### config.mk
export PLATFORM = sky130hd
export DESIGN_NAME = sha1_msg_loader
export DESIGN_NICKNAME = d
export VERILOG_FILES = /design/src/rtl/sha1_pkg.sv /design/src/rtl/sha1_byte_packer.sv /design/src/rtl/sha1_msg_loader.sv
export SDC_FILE = /design/constraint.sdc
export NUM_CORES = 1
export LEC_CHECK = 0
export CORE_AREA = 2 2 189 191
export DETAILED_ROUTE_END_ITERATION = 8
export DIE_AREA = 0 0 191 193
export GPL_ROUTABILITY_DRIVEN = 0
export HOLD_SLACK_MARGIN = 0.08
export PLACE_DENSITY = 0.82
export SLEW_MARGIN = 15
export SYNTH_ARGS = -nofsm -noshare
export SYNTH_HDL_FRONTEND = slang
export SYNTH_SLANG_ARGS = --single-unit
export TNS_END_PERCENT = 20
### constraint.sdc
create_clock -name clk -period 4.3 [get_ports clk]
set_input_delay 0.645 -clock clk [delete_from_list [all_inputs] [get_ports clk]]
set_output_delay 0.645 -clock clk [all_outputs]
set_load 0.01 [all_outputs]
### src/rtl/sha1_pkg.sv
// ============================================================================
// Module   : sha1_pkg
// Purpose  : Shared definitions for the SHA-1 message loader: loader state
//            encoding, digest width and the SHA-1 initial hash values.
// Revision : 1.0 - initial release
// ============================================================================
`default_nettype none

package sha1_pkg;

  localparam int c_DIGEST_W = 160;

  typedef enum logic [2:0] {
    ST_IDLE  = 3'd0,
    ST_FILL  = 3'd1,
    ST_FLUSH = 3'd2,
    ST_START = 3'd3,
    ST_WAIT  = 3'd4
  } state_t;

  localparam logic [31:0] c_SHA1_H0 = 32'h67452301;
  localparam logic [31:0] c_SHA1_H1 = 32'hefcdab89;
  localparam logic [31:0] c_SHA1_H2 = 32'h98badcfe;
  localparam logic [31:0] c_SHA1_H3 = 32'h10325476;
  localparam logic [31:0] c_SHA1_H4 = 32'hc3d2e1f0;

  localparam logic [c_DIGEST_W-1:0] c_SHA1_IV =
    {c_SHA1_H0, c_SHA1_H1, c_SHA1_H2, c_SHA1_H3, c_SHA1_H4};

endpackage

`default_nettype wire

### src/rtl/sha1_byte_packer.sv
// ============================================================================
// Module   : sha1_byte_packer
// Purpose  : Packs accepted stream bytes little-endian into 32-bit words and
//            emits a one-cycle registered write strobe per completed word.
// Revision : 1.0 - initial release
// ============================================================================
`default_nettype none

module sha1_byte_packer #(
  parameter int ADDR_W = 16
) (
  input  logic              clk,
  input  logic              nreset,
  input  logic              clear,
  input  logic              accept,
  input  logic [7:0]        data,
  input  logic              last,
  input  logic [ADDR_W-1:0] base_addr,
  output logic              we,
  output logic [ADDR_W-1:0] addr,
  output logic [31:0]       wdata,
  output logic [31:0]       byte_cnt
);

  logic [31:0]       r_word;
  logic [ADDR_W-3:0] r_word_idx;
  logic              r_we;
  logic [ADDR_W-1:0] r_addr;
  logic [31:0]       r_wdata;
  logic [31:0]       r_byte_cnt;

  logic [1:0]        w_lane;
  logic [31:0]       w_merged;
  logic              w_complete;

  // Byte 0 lands in the LSBs; the hasher byte-swaps when it reads the word.
  // Lanes above the current one are still zero, so OR-merging is safe.
  assign w_lane     = r_byte_cnt[1:0];
  assign w_merged   = r_word | ({24'h000000, data} << {w_lane, 3'b000});
  assign w_complete = accept & ((w_lane == 2'd3) | last);

  // Lane accumulation and one-deep write pipeline; a last byte that also
  // fills lane 3 still yields a single completion and thus a single write.
  always_ff @(posedge clk or negedge nreset) begin
    if (!nreset) begin
      r_word     <= 32'h0;
      r_word_idx <= '0;
      r_we       <= 1'b0;
      r_addr     <= '0;
      r_wdata    <= 32'h0;
      r_byte_cnt <= 32'h0;
    end else if (clear) begin
      r_word     <= 32'h0;
      r_word_idx <= '0;
      r_we       <= 1'b0;
      r_byte_cnt <= 32'h0;
    end else begin
      r_we <= w_complete;
      if (accept) begin
        r_byte_cnt <= r_byte_cnt + 32'd1;
        if (w_complete) begin
          r_word     <= 32'h0;
          r_wdata    <= w_merged;
          r_addr     <= base_addr + {r_word_idx, 2'b00};
          r_word_idx <= r_word_idx + (ADDR_W-2)'(1);
        end else begin
          r_word <= w_merged;
        end
      end
    end
  end

  assign we       = r_we;
  assign addr     = r_addr;
  assign wdata    = r_wdata;
  assign byte_cnt = r_byte_cnt;

endmodule

`default_nettype wire

### src/rtl/sha1_msg_loader.sv
// ============================================================================
// Module   : sha1_msg_loader
// Purpose  : Writer-side front end for the SHA-1 hasher. Streams a message
//            into dpsram port A, kicks the hasher and captures the digest.
//            Optional macro SHA1_LOADER_TIMEOUT_EN adds a 2^20-cycle watchdog
//            in WAIT and the hash_timeout output.
// Revision : 1.0 - initial release
// ============================================================================
`default_nettype none

module sha1_msg_loader
  import sha1_pkg::*;
#(
  parameter int ADDR_W  = 16,
  parameter int HOLDOFF = 2
) (
  input  logic                  clk,
  input  logic                  nreset,
  input  logic                  load_start,
  input  logic                  load_empty,
  input  logic [31:0]           msg_base_addr,
  input  logic                  in_valid,
  output logic                  in_ready,
  input  logic [7:0]            in_data,
  input  logic                  in_last,
  output logic                  port_A_clk,
  output logic [ADDR_W-1:0]     port_A_addr,
  output logic [31:0]           port_A_data_in,
  output logic                  port_A_we,
  output logic                  port_sel,
  output logic                  start_hash,
  output logic [31:0]           message_addr,
  output logic [31:0]           message_size,
  input  logic                  hash_done,
  input  logic [c_DIGEST_W-1:0] hash_in,
  output logic [c_DIGEST_W-1:0] digest,
  output logic                  digest_valid,
`ifdef SHA1_LOADER_TIMEOUT_EN
  output logic                  hash_timeout,
`endif
  output logic                  busy
);

  localparam logic [7:0] c_HOLDOFF = 8'(HOLDOFF);

  state_t                r_state;
  logic [31:0]           r_base;
  logic                  r_in_ready;
  logic                  r_port_sel;
  logic                  r_start_hash;
  logic [31:0]           r_message_addr;
  logic [31:0]           r_message_size;
  logic [c_DIGEST_W-1:0] r_digest;
  logic                  r_digest_valid;
  logic [7:0]            r_hold;
`ifdef SHA1_LOADER_TIMEOUT_EN
  logic [19:0]           r_wdog;
  logic                  r_hash_timeout;
`endif

  logic                  w_accept;
  logic                  w_clear;
  logic [31:0]           w_byte_cnt;

  assign w_accept = in_valid & r_in_ready;
  assign w_clear  = (r_state == ST_IDLE) & load_start;

  sha1_byte_packer #(
    .ADDR_W    (ADDR_W)
  ) u_packer (
    .clk       (clk),
    .nreset    (nreset),
    .clear     (w_clear),
    .accept    (w_accept),
    .data      (in_data),
    .last      (in_last),
    .base_addr (r_base[ADDR_W-1:0]),
    .we        (port_A_we),
    .addr      (port_A_addr),
    .wdata     (port_A_data_in),
    .byte_cnt  (w_byte_cnt)
  );

  // Loader control FSM; every control output is registered on entry to the
  // state that owns it, so it is valid for that state's whole cycle.
  always_ff @(posedge clk or negedge nreset) begin
    if (!nreset) begin
      r_state        <= ST_IDLE;
      r_base         <= 32'h0;
      r_in_ready     <= 1'b0;
      r_port_sel     <= 1'b0;
      r_start_hash   <= 1'b0;
      r_message_addr <= 32'h0;
      r_message_size <= 32'h0;
      r_digest       <= '0;
      r_digest_valid <= 1'b0;
      r_hold         <= 8'd0;
`ifdef SHA1_LOADER_TIMEOUT_EN
      r_wdog         <= 20'd0;
      r_hash_timeout <= 1'b0;
`endif
    end else begin
      r_start_hash   <= 1'b0;
      r_digest_valid <= 1'b0;
`ifdef SHA1_LOADER_TIMEOUT_EN
      r_hash_timeout <= 1'b0;
`endif
      case (r_state)
        ST_IDLE: begin
          if (load_start) begin
            r_base <= msg_base_addr;
            if (load_empty) begin
              r_state        <= ST_START;
              r_start_hash   <= 1'b1;
              r_message_addr <= msg_base_addr;
              r_message_size <= 32'h0;
            end else begin
              r_state    <= ST_FILL;
              r_in_ready <= 1'b1;
              r_port_sel <= 1'b1;
            end
          end
        end
        ST_FILL: begin
          if (w_accept && in_last) begin
            r_state    <= ST_FLUSH;
            r_in_ready <= 1'b0;
          end
        end
        ST_FLUSH: begin
          // The final word is written this cycle; byte_cnt is already final.
          r_state        <= ST_START;
          r_port_sel     <= 1'b0;
          r_start_hash   <= 1'b1;
          r_message_addr <= r_base;
          r_message_size <= w_byte_cnt;
        end
        ST_START: begin
          r_state <= ST_WAIT;
          r_hold  <= c_HOLDOFF;
`ifdef SHA1_LOADER_TIMEOUT_EN
          r_wdog  <= 20'd0;
`endif
        end
        ST_WAIT: begin
`ifdef SHA1_LOADER_TIMEOUT_EN
          r_wdog <= r_wdog + 20'd1;
`endif
          if (r_hold != 8'd0) begin
            r_hold <= r_hold - 8'd1;
          end else if (hash_done) begin
            r_digest       <= hash_in;
            r_digest_valid <= 1'b1;
            r_state        <= ST_IDLE;
          end
`ifdef SHA1_LOADER_TIMEOUT_EN
          else if (r_wdog == 20'hFFFFF) begin
            r_hash_timeout <= 1'b1;
            r_state        <= ST_IDLE;
          end
`endif
        end
        default: begin
          r_state    <= ST_IDLE;
          r_in_ready <= 1'b0;
          r_port_sel <= 1'b0;
        end
      endcase
    end
  end

  assign port_A_clk   = clk;
  assign in_ready     = r_in_ready;
  assign port_sel     = r_port_sel;
  assign start_hash   = r_start_hash;
  assign message_addr = r_message_addr;
  assign message_size = r_message_size;
  assign digest       = r_digest;
  assign digest_valid = r_digest_valid;
  assign busy         = (r_state != ST_IDLE);
`ifdef SHA1_LOADER_TIMEOUT_EN
  assign hash_timeout = r_hash_timeout;
`endif

endmodule

`default_nettype wire
==> impl_metrics.json, run 1 <==
{
  "detailedRoute.firstPassIterationCount": 5,
  "post_synth_inst_count": 1379,
  "cts_setup_buffers": 0,
  "synth_cell_type_count": 66,
  "hold_viol": 0,
  "report.final.slew_viol_count": 0,
  "gr_overflow_total": 0,
  "number_of_synthesized_flops_with_an_enable_pin": 0,
  "quantity_of_i_o_buffers_inserted_on_ports": 485,
  "initial_utilization": 0.484,
  "cts_tree": "done",
  "drive_above_1_share": 0.145,
  "routed_wl_um": 48600,
  "worstPathMaxFanout": 2,
  "worst_ir_drop_vdd_mv": 0.450,
  "syn_area_per_cell_um2": 12.3,
  "cts.hold.buffers_added": 1,
  "placementRows": 69,
  "path_class": "clock port to output pin",
  "syn-cell-area_um2": 16900,
  "hpwl_um": 33900,
  "timing.critical_path.from": "clk",
  "most-common-layout-cells": "sky130_fd_sc_hd__clkdlybuf4s50_1, sky130_fd_sc_hd__dfrtp_1, sky130_fd_sc_hd__nand2_1",
  "clkSlewWorstSetupHoldPaths_ns": 0.06,
  "drt-vias-per-instance": 5.36,
  "drt_iter0_drc": 867,
  "outcome": "finished, final reports clean",
  "multiInputGateArea_um2": 6510,
  "crit_path_launch_type": "clock port",
  "grt_first_pass_wirelength_um": 73600,
  "finish.net_count": 2072,
  "setup_total_negative_slack_ns": 0,
  "synth.yosys.warnings": 0,
  "grt_pass1_vias": 13037,
  "fp.dieH_um": 193,
  "worstPathRequired_ns": 3.65,
  "hold_path_class": "register to register",
  "asyncSetResetFlopFracSynth": 1.00,
  "tightest_slew_ns": 0.889,
  "min_from": "r_base[20]",
  "synth-seq-cells": 398,
  "seq_area_um2": 9960,
  "core-area_um2": 35000,
  "insertion_delay_ns": 0.69,
  "timing.rr.start": "r_state[0]",
  "synthesis.nets": 1604,
  "cap_viol_max_count": 0,
  "drc_errors": 0,
  "cp_common_cell": "sky130_fd_sc_hd__clkbuf_16",
  "utilization": 0.676,
  "globalRouteTotalUtil": 0.258,
  "post_drt_wl_per_cell_um": 20.7,
  "leakage_uw": 0.0109,
  "report.final.setup_viol": 0,
  "cellPowerDensity_nw_per_um2": 645,
  "synth.yosys.seq_area_share": 0.588,
  "drt.antenna.violating_nets": 0,
  "grt_antenna_before_repair": 9,
  "final.setup_skew_ns": 0.0243,
  "ioPinCount": 486,
  "critical_path_arrival_ns": 2.86,
  "worst_path_max_delay_cell": "sky130_fd_sc_hd__clkdlybuf4s50_1",
  "grt_max_degree": 113,
  "syn_to_final_growth_pct": 39.6,
  "detailroute.via_count": 12564,
  "die-area_um2": 36900,
  "layout.filler_cells": 2476,
  "worst_slew_slack_as_a_fraction_of_its_limit": 0.407,
  "rsz_0062_raised_after_global_routing": "false",
  "mostFrequentLayoutCell": "sky130_fd_sc_hd__clkdlybuf4s50_1",
  "crit_chain": "clkbuf_16 -> clkbuf_16 -> clkdlybuf4s50_1",
  "max_stage_delay_ns": 0.47,
  "cp_top_family": "buffers and inverters",
  "cts_repair_resized_insts": 0,
  "crit_path_end_kind": "output pin",
  "synth_top_flop_cell": "sky130_fd_sc_hd__dfrtp_1",
  "chipWidth_um": 191,
  "critical_path.n_buffers_inverters": 3
}
-- state kept, by name (all words and copies together), names as in the netlist --
register,flops
digest,160
digest_valid,1
in_ready,1
message_addr,32
message_size,32
port_sel,1
r_base,32
r_hold,8
r_state,3
start_hash,1
u_packer.addr,16
u_packer.byte_cnt,32
u_packer.r_word,32
u_packer.r_word_idx,14
u_packer.wdata,32
u_packer.we,1
-- power breakdown --
| group | total (uW) | internal (uW) | switching [uW] |
|---|---|---|---|
| Clock | 3830 | 2260 | 1580 |
| Sequential | 5950 | 5010 | 941 |
| Combinational | 5460 | 3050 | 2410 |
| Total | 15200 | 10300 | 4930 |
-- final timing paths --
check | end | slack (ns) | cells past startpoint
worst max-delay path | port_A_clk | 0.79 | 3
worst min-delay path | r_base[20] | 0.47 | 2
worst max register to register | digest[159] | 1.56 | 5
worst min register to register | r_base[20] | 0.47 | 2
max in group asynchronous | u_packer.addr[11] | 2.56 | 3
min in group asynchronous | message_addr[18] | 0.64 | 2
-- layer usage --
layer,track usage,up-vias,share of wire
li1,-,5726,-
met1,0.322,6234,0.39
met2,0.423,487,0.50
met3,0.0787,103,0.082
met4,0.102,14,0.032
met5,0,-,0.0017
-- synthesized netlist by cell type, types with 5 or more instances --
master	n	area, um^2
sky130_fd_sc_hd__and2_1	5	31.3
sky130_fd_sc_hd__and3_1	9	56.3
sky130_fd_sc_hd__a21o_1	9	67.6
sky130_fd_sc_hd__nor2_1	59	221
sky130_fd_sc_hd__dfrtp_1	398	9960
sky130_fd_sc_hd__buf_6	11	124
sky130_fd_sc_hd__o31ai_1	6	45.0
sky130_fd_sc_hd__xnor2_1	12	105
sky130_fd_sc_hd__mux2i_1	37	370
sky130_fd_sc_hd__a21oi_1	49	245
sky130_fd_sc_hd__buf_2	33	165
sky130_fd_sc_hd__clkbuf_1	27	101
sky130_fd_sc_hd__xor2_1	30	263
sky130_fd_sc_hd__buf_1	9	33.8
sky130_fd_sc_hd__nand3_1	26	130
sky130_fd_sc_hd__mux2_4	89	1340
sky130_fd_sc_hd__nor2b_1	6	37.5
sky130_fd_sc_hd__ha_1	17	213
sky130_fd_sc_hd__mux2_2	72	811
sky130_fd_sc_hd__nor3_1	11	55.1
sky130_fd_sc_hd__a22o_1	63	552
sky130_fd_sc_hd__inv_1	16	60.1
sky130_fd_sc_hd__nand4_1	14	87.6
sky130_fd_sc_hd__nand2_1	220	826
sky130_fd_sc_hd__o21ai_0	82	410
-- tightest hold or removal path, cell delays in order (launching register included) --
cell	delay [ns]
sky130_fd_sc_hd__dfrtp_1	0.34
sky130_fd_sc_hd__nand2_1	0.05
sky130_fd_sc_hd__nand2_1	0.05
-- per-stage QoR --
step	hold WS, ns	cells	worst slack (ns)	cell area [um^2]	total power (uW)
3_5_place_dp	0.464	2260	1.06	22200	11500
2_1_floorplan	0.349	1379	1.39	16900	8390
5_1_grt	0.500	2340	0.780	23600	16000
3_3_place_gp	0.457	2260	1.06	22200	11300
4_1_cts	0.478	2339	0.789	23600	15400
6_report	0.474	2342	0.793	23600	15200
-- cell families (layout without fill, tap and decap cells) --
logic type,after synthesis,count (layout),synth area share
fa+ha+maj,18,18,0.0137
mux,198,198,0.149
other cells,0,3,0
compound gates,236,236,0.0922
buf+inv,99,598,0.0297
simple gates,388,388,0.106
flops,398,398,0.588
xor+xnor,42,42,0.0217
-- cell type report --
type,count,area share
flip-flops and latches,398,0.421
inverters,17,0.00270
clock buffers,59,0.0535
diodes,3,0.000318
repair buffers,502,0.214
clock inverters,20,0.00858
well taps,461,0.0244
multi-input cells,882,0.276
Power figures use the tool's default switching activity.
==> run 2, diff against run 1 <==
--- a/config.mk
+++ b/config.mk
@@ -5,12 +5,11 @@
 export SDC_FILE = /design/constraint.sdc
 export NUM_CORES = 1
 export LEC_CHECK = 0
-export CORE_AREA = 2 2 189 191
+export CORE_UTILIZATION = 48
 export DETAILED_ROUTE_END_ITERATION = 8
-export DIE_AREA = 0 0 191 193
 export GPL_ROUTABILITY_DRIVEN = 0
 export HOLD_SLACK_MARGIN = 0.08
-export PLACE_DENSITY = 0.82
+export PLACE_DENSITY = 0.81
 export SLEW_MARGIN = 15
 export SYNTH_ARGS = -nofsm -noshare
 export SYNTH_HDL_FRONTEND = slang
==> constraint.sdc (replaced) <==
create_clock -name clk -period 3.5 [get_ports clk]
set_input_delay 0.525 -clock clk [delete_from_list [all_inputs] [get_ports clk]]
set_output_delay 0.525 -clock clk [all_outputs]
set_load 0.01 [all_outputs]
==> impl_metrics.json, run 2 (synthesized netlist as in run 1, its figures left out) <==
{
  "cts_setup_buffers": 0,
  "report.final.slew_viol_count": 0,
  "worstPathRequired_ns": 2.97,
  "outcome": "finished, final reports clean",
  "final.setup_skew_ns": 0.0298,
  "cts_repair_resized_insts": 0,
  "grt_max_degree": 117,
  "worstPathMaxFanout": 2,
  "max_stage_delay_ns": 0.47,
  "cts_tree": "done",
  "post_drt_wl_per_cell_um": 20.6,
  "routed_wl_um": 48500,
  "die-area_um2": 36000,
  "total_power_uw": 18800,
  "tightest_slew_ns": 0.991,
  "hold_viol": 0,
  "detailroute.via_count": 12667,
  "hold_path_class": "input port to register",
  "worst_path_max_delay_cell": "sky130_fd_sc_hd__clkdlybuf4s50_1",
  "timing.critical_path.from": "clk",
  "critical_path_arrival_ns": 2.47,
  "core-area_um2": 34600,
  "cp_common_cell": "sky130_fd_sc_hd__clkbuf_16",
  "r2r.worst_path.cells": 5,
  "clkSlewWorstSetupHoldPaths_ns": 0.06,
  "drt_iter0_drc": 920,
  "setup_total_negative_slack_ns": 0,
  "grt_pass1_vias": 13327,
  "chipWidth_um": 190,
  "path_class": "clock port to output pin",
  "largest_register_ff_count": 160,
  "placementRows": 68,
  "reg2reg_to": "digest[18]",
  "syn_to_final_growth_pct": 40.4,
  "crit_path_launch_type": "clock port",
  "timing.rr.start": "r_state[0]",
  "globalRouteTotalUtil": 0.267,
  "finish.net_count": 2083,
  "cellPowerDensity_nw_per_um2": 791,
  "rsz_0062_raised_after_global_routing": "false",
  "gr_overflow_total": 0,
  "quantity_of_i_o_buffers_inserted_on_ports": 485,
  "crit_path_end_kind": "output pin",
  "grt_first_pass_wirelength_um": 74900,
  "cap_viol_max_count": 0,
  "worst_slew_slack_as_a_fraction_of_its_limit": 0.340,
  "mostFrequentLayoutCell": "sky130_fd_sc_hd__clkdlybuf4s50_1",
  "grt_antenna_before_repair": 6,
  "drt.antenna.violating_nets": 0,
  "crit_chain": "clkbuf_16 -> clkbuf_16 -> clkdlybuf4s50_1",
  "report.final.setup_viol": 0,
  "fp.dieH_um": 190,
  "drive_above_1_share": 0.146,
  "ioPinCount": 486,
  "hpwl_um": 34100,
  "drt-vias-per-instance": 5.39,
  "initial_utilization": 0.489,
  "detailedRoute.firstPassIterationCount": 5,
  "leakage_uw": 0.0110,
  "worst_ir_drop_vdd_mv": 0.548,
  "insertion_delay_ns": 0.67,
  "drc_errors": 0,
  "most-common-layout-cells": "sky130_fd_sc_hd__clkdlybuf4s50_1, sky130_fd_sc_hd__dfrtp_1, sky130_fd_sc_hd__nand2_1",
  "reg2reg_slack_ns": 0.84,
  "worstSetupEndpoint": "port_A_clk"
}
## run 2: worst min path at each step
stage | start | endpoint | slack, ns | cells after the start
2_1_floorplan | nreset | digest[0] | 0.23 | 0
3_3_place_gp | r_base[27] | r_base[27] | 0.46 | 2
3_5_place_dp | r_base[28] | r_base[28] | 0.46 | 2
4_1_cts | msg_base_addr[0] | r_base[0] | 0.39 | 3
5_1_grt | msg_base_addr[22] | r_base[22] | 0.41 | 3
6_report | msg_base_addr[0] | r_base[0] | 0.41 | 3
## run 2: routing by layer
metal / GRT usage / up-vias / share of wire
met4: 0.117 / 2 / 0.040
met1: 0.342 / 6341 / 0.41
li1: - / 5766 / -
met3: 0.0638 / 107 / 0.062
met5: 0 / - / 0.00027
met2: 0.433 / 451 / 0.49
## run 2: repair_timing
item                                   in CTS  in global routing
endpoints found under the hold margin     107                  0
hold buffers                                1                  0
setup endpoints to repair                   0                  0
## run 2: critical path: cells and delay by family
family / cells / cell delay, ns
buffers and inverters: 3 / 0.72
## run 2: area by class of cell
| cell class | instances | area, um^2 |
|---|---|---|
| fill | 2435 | 10800 |
| sequential | 398 | 9960 |
| multi-input combinational | 882 | 6510 |
| timing repair buffer | 512 | 5170 |
| clock buffer | 71 | 1370 |
| tap | 455 | 569 |
| clock inverter | 9 | 114 |
| inverter | 17 | 63.8 |
| antenna | 5 | 12.5 |
## run 2: through the flow
step	cells	utilization	cell area [um^2]	setup slack [ns]	hold slack [ns]
3_5_place_dp	2264	0.643	22300	0.776	0.462
3_3_place_gp	2264	0.643	22300	0.776	0.457
2_1_floorplan	1379	-	16900	1.11	0.229
5_1_grt	2348	0.687	23800	0.488	0.406
4_1_cts	2344	0.686	23800	0.496	0.387
6_report	2349	0.687	23800	0.504	0.409
## run 2: power by group
part	total, uW	internal (uW)	switching, uW
clock	4720	2840	1880
sequential	7300	6160	1140
combinational	6790	3780	3020
==> run 3, diff against run 2 <==
--- a/config.mk
+++ b/config.mk
@@ -5,11 +5,12 @@
 export SDC_FILE = /design/constraint.sdc
 export NUM_CORES = 1
 export LEC_CHECK = 0
+export ABC_AREA = 1
 export CORE_UTILIZATION = 48
 export DETAILED_ROUTE_END_ITERATION = 8
 export GPL_ROUTABILITY_DRIVEN = 0
 export HOLD_SLACK_MARGIN = 0.08
-export PLACE_DENSITY = 0.81
+export PLACE_DENSITY = 0.89
 export SLEW_MARGIN = 15
 export SYNTH_ARGS = -nofsm -noshare
 export SYNTH_HDL_FRONTEND = slang
==> constraint.sdc (replaced) <==
create_clock -name clk -period 2.85 [get_ports clk]
set_input_delay 0.4275 -clock clk [delete_from_list [all_inputs] [get_ports clk]]
set_output_delay 0.4275 -clock clk [all_outputs]
set_load 0.01 [all_outputs]
==> impl_metrics.json, run 3 <==
{
  "cts_setup_buffers": 0,
  "crit_path_end_kind": "output pin",
  "post-synth-top-count-cell": "sky130_fd_sc_hd__nand2_1",
  "path_class": "clock port to output pin",
  "syn_to_final_growth_pct": 39.2,
  "insertion_delay_ns": 0.66,
  "synth.yosys.warnings": 0,
  "cp_common_cell": "sky130_fd_sc_hd__clkbuf_16",
  "final.setup_skew_ns": 0.0172,
  "critical_path.n_buffers_inverters": 3,
  "timing.critical_path.from": "clk",
  "ioPinCount": 486,
  "worstPathRequired_ns": 2.42,
  "synth_top_flop_cell": "sky130_fd_sc_hd__dfrtp_1",
  "drt_iter0_drc": 1365,
  "drt.antenna.violating_nets": 0,
  "core-area_um2": 34900,
  "min_from": "hash_in[119]",
  "gr_overflow_total": 0,
  "die-area_um2": 36500,
  "cts_tree": "done",
  "seq_area_um2": 9960,
  "worst_ir_drop_vdd_mv": 0.668,
  "placementRows": 68,
  "fp.dieH_um": 191,
  "netlist.top_cell.by_area": "sky130_fd_sc_hd__dfrtp_1",
  "synth_top_cells_by_count": "sky130_fd_sc_hd__nand2_1, sky130_fd_sc_hd__dfrtp_1, sky130_fd_sc_hd__o21ai_0",
  "grt_max_degree": 161,
  "grt_antenna_before_repair": 9,
  "drc_errors": 0,
  "hold_viol": 0,
  "clkSlewWorstSetupHoldPaths_ns": 0.06,
  "post_synth_inst_count": 2061,
  "syn-cell-area_um2": 17200,
  "asyncSetResetFlopFracSynth": 1.00,
  "crit_path_launch_type": "clock port",
  "syn_area_per_cell_um2": 8.33,
  "timing.rr.start": "r_hold[0]",
  "worst_slew_slack_as_a_fraction_of_its_limit": 0.219,
  "synth.top_cells.by_area": "sky130_fd_sc_hd__dfrtp_1, sky130_fd_sc_hd__nand2_1, sky130_fd_sc_hd__o21ai_0, sky130_fd_sc_hd__inv_1, sky130_fd_sc_hd__nor2_1",
  "drive_above_1_share": 0.0461,
  "routed_wl_um": 54300,
  "cp_top_family": "buffers and inverters",
  "finish.net_count": 2755,
  "max_stage_delay_ns": 0.46,
  "chipWidth_um": 191,
  "synth.yosys.seq_area_share": 0.580,
  "report.final.slew_viol_count": 0,
  "cellPowerDensity_nw_per_um2": 926,
  "synth-seq-cells": 398,
  "leakage_uw": 0.0116,
  "grt_first_pass_wirelength_um": 85000,
  "mostFrequentLayoutCell": "sky130_fd_sc_hd__nand2_1",
  "globalRouteTotalUtil": 0.297,
  "initial_utilization": 0.492,
  "drt-vias-per-instance": 5.36,
  "cap_viol_max_count": 0,
  "hold_path_class": "input port to register",
  "worstPathMaxFanout": 2,
  "yosysTopAreaCellShare": 0.580,
  "report.final.setup_viol": 0,
  "tightest_slew_ns": 1.17,
  "grt_pass1_vias": 16069,
  "largest_register_ff_count": 160,
  "detailroute.via_count": 16183,
  "total_power_uw": 22100,
  "outcome": "finished, final reports clean",
  "detailedRoute.firstPassIterationCount": 6,
  "synthesis.nets": 2286,
  "multiInputGateArea_um2": 6210,
  "post_drt_wl_per_cell_um": 18.0,
  "number_of_synthesized_flops_with_an_enable_pin": 0,
  "rsz_0062_raised_after_global_routing": "false",
  "critical_path_arrival_ns": 2.13,
  "most-common-layout-cells": "sky130_fd_sc_hd__nand2_1, sky130_fd_sc_hd__clkdlybuf4s50_1, sky130_fd_sc_hd__dfrtp_1",
  "layout.filler_cells": 2547,
  "setup_total_negative_slack_ns": 0,
  "synth_cell_type_count": 39,
  "quantity_of_i_o_buffers_inserted_on_ports": 485,
  "reg2reg_slack_ns": 0.47,
  "hpwl_um": 38400,
  "crit_chain": "clkbuf_16 -> clkbuf_16 -> clkdlybuf4s50_1",
  "cts_repair_resized_insts": 0,
  "cts.hold.buffers_added": 1,
  "worst_path_max_delay_cell": "sky130_fd_sc_hd__clkdlybuf4s50_1"
}
-- run 3: cell types whose count changed after synthesis, moves of 13 or more --
cell	change
sky130_fd_sc_hd__o21ai_0	+102
sky130_fd_sc_hd__mux2_4	-89
sky130_fd_sc_hd__mux2i_1	-37
sky130_fd_sc_hd__xor2_1	-21
sky130_fd_sc_hd__nor2_1	+43
sky130_fd_sc_hd__mux2_2	-72
sky130_fd_sc_hd__o21bai_1	+13
sky130_fd_sc_hd__a22o_1	-59
sky130_fd_sc_hd__nand2_1	+684
sky130_fd_sc_hd__inv_1	+137
-- run 3: tightest hold or removal path: cells and delay by family --
kind	cells	cell delay, ns
buffers and inverters	1	0.40
AND/OR/NAND/NOR	2	0.10
-- run 3: stage by stage --
step	worst slack (ns)	cells	hold WS (ns)	instance area [um^2]	util
4_1_cts	0.284	3014	0.292	23900	0.685
6_report	0.288	3022	0.306	23900	0.685
3_3_place_gp	0.535	2938	0.461	22500	0.645
2_1_floorplan	0.878	2061	0.132	17200	-
3_5_place_dp	0.373	2938	0.465	22500	0.645
5_1_grt	0.246	3021	0.312	23900	0.685
-- run 3: where the power goes --
part / internal [uW] / total [uW] / leakage (uW) / switching [uW]
combinational: 3790 / 8160 / 0.00559 / 4370
sequential: 7320 / 8450 / 0.00527 / 1130
clock: 3230 / 5530 / 0.000690 / 2300
total: 14300 / 22100 / 0.0116 / 7790
-- run 3: path summary, 6_finish.rpt --
kind	end	depth (start not counted)
worst max-delay path	port_A_clk	3
worst min-delay path	digest[119]	3
worst max register to register	digest[57]	9
worst min register to register	digest[68]	2
max in group asynchronous	u_packer.byte_cnt[13]	3
min in group asynchronous	u_packer.addr[14]	2
-- run 3: cell families after synthesis --
logic type	after synthesis	share of synthesized area
compound gates	293	0.0933
fa+ha+maj	18	0.0135
xor+xnor	10	0.00510
simple gates	1092	0.249
flops	398	0.580
buf+inv	250	0.0591
-- run 3: layer usage --
metal | vias up | wire, um | track usage | part of all wire
met4 | 2 | 2630 | 0.146 | 0.048
li1 | 7416 | - | - | -
met5 | - | 11 | 0 | 0.00020
met2 | 820 | 26700 | 0.493 | 0.49
met3 | 171 | 4800 | 0.0733 | 0.088
met1 | 7774 | 20100 | 0.361 | 0.37
-- run 3: layout make-up --
type / instances / share of cell area
antenna: 8 / 0.000837
clock buffer: 62 / 0.0521
clock inverter: 14 / 0.00628
inverter: 161 / 0.0254
multi-input combinational: 1413 / 0.260
sequential: 398 / 0.417
tap: 455 / 0.0238
timing repair buffer: 511 / 0.215
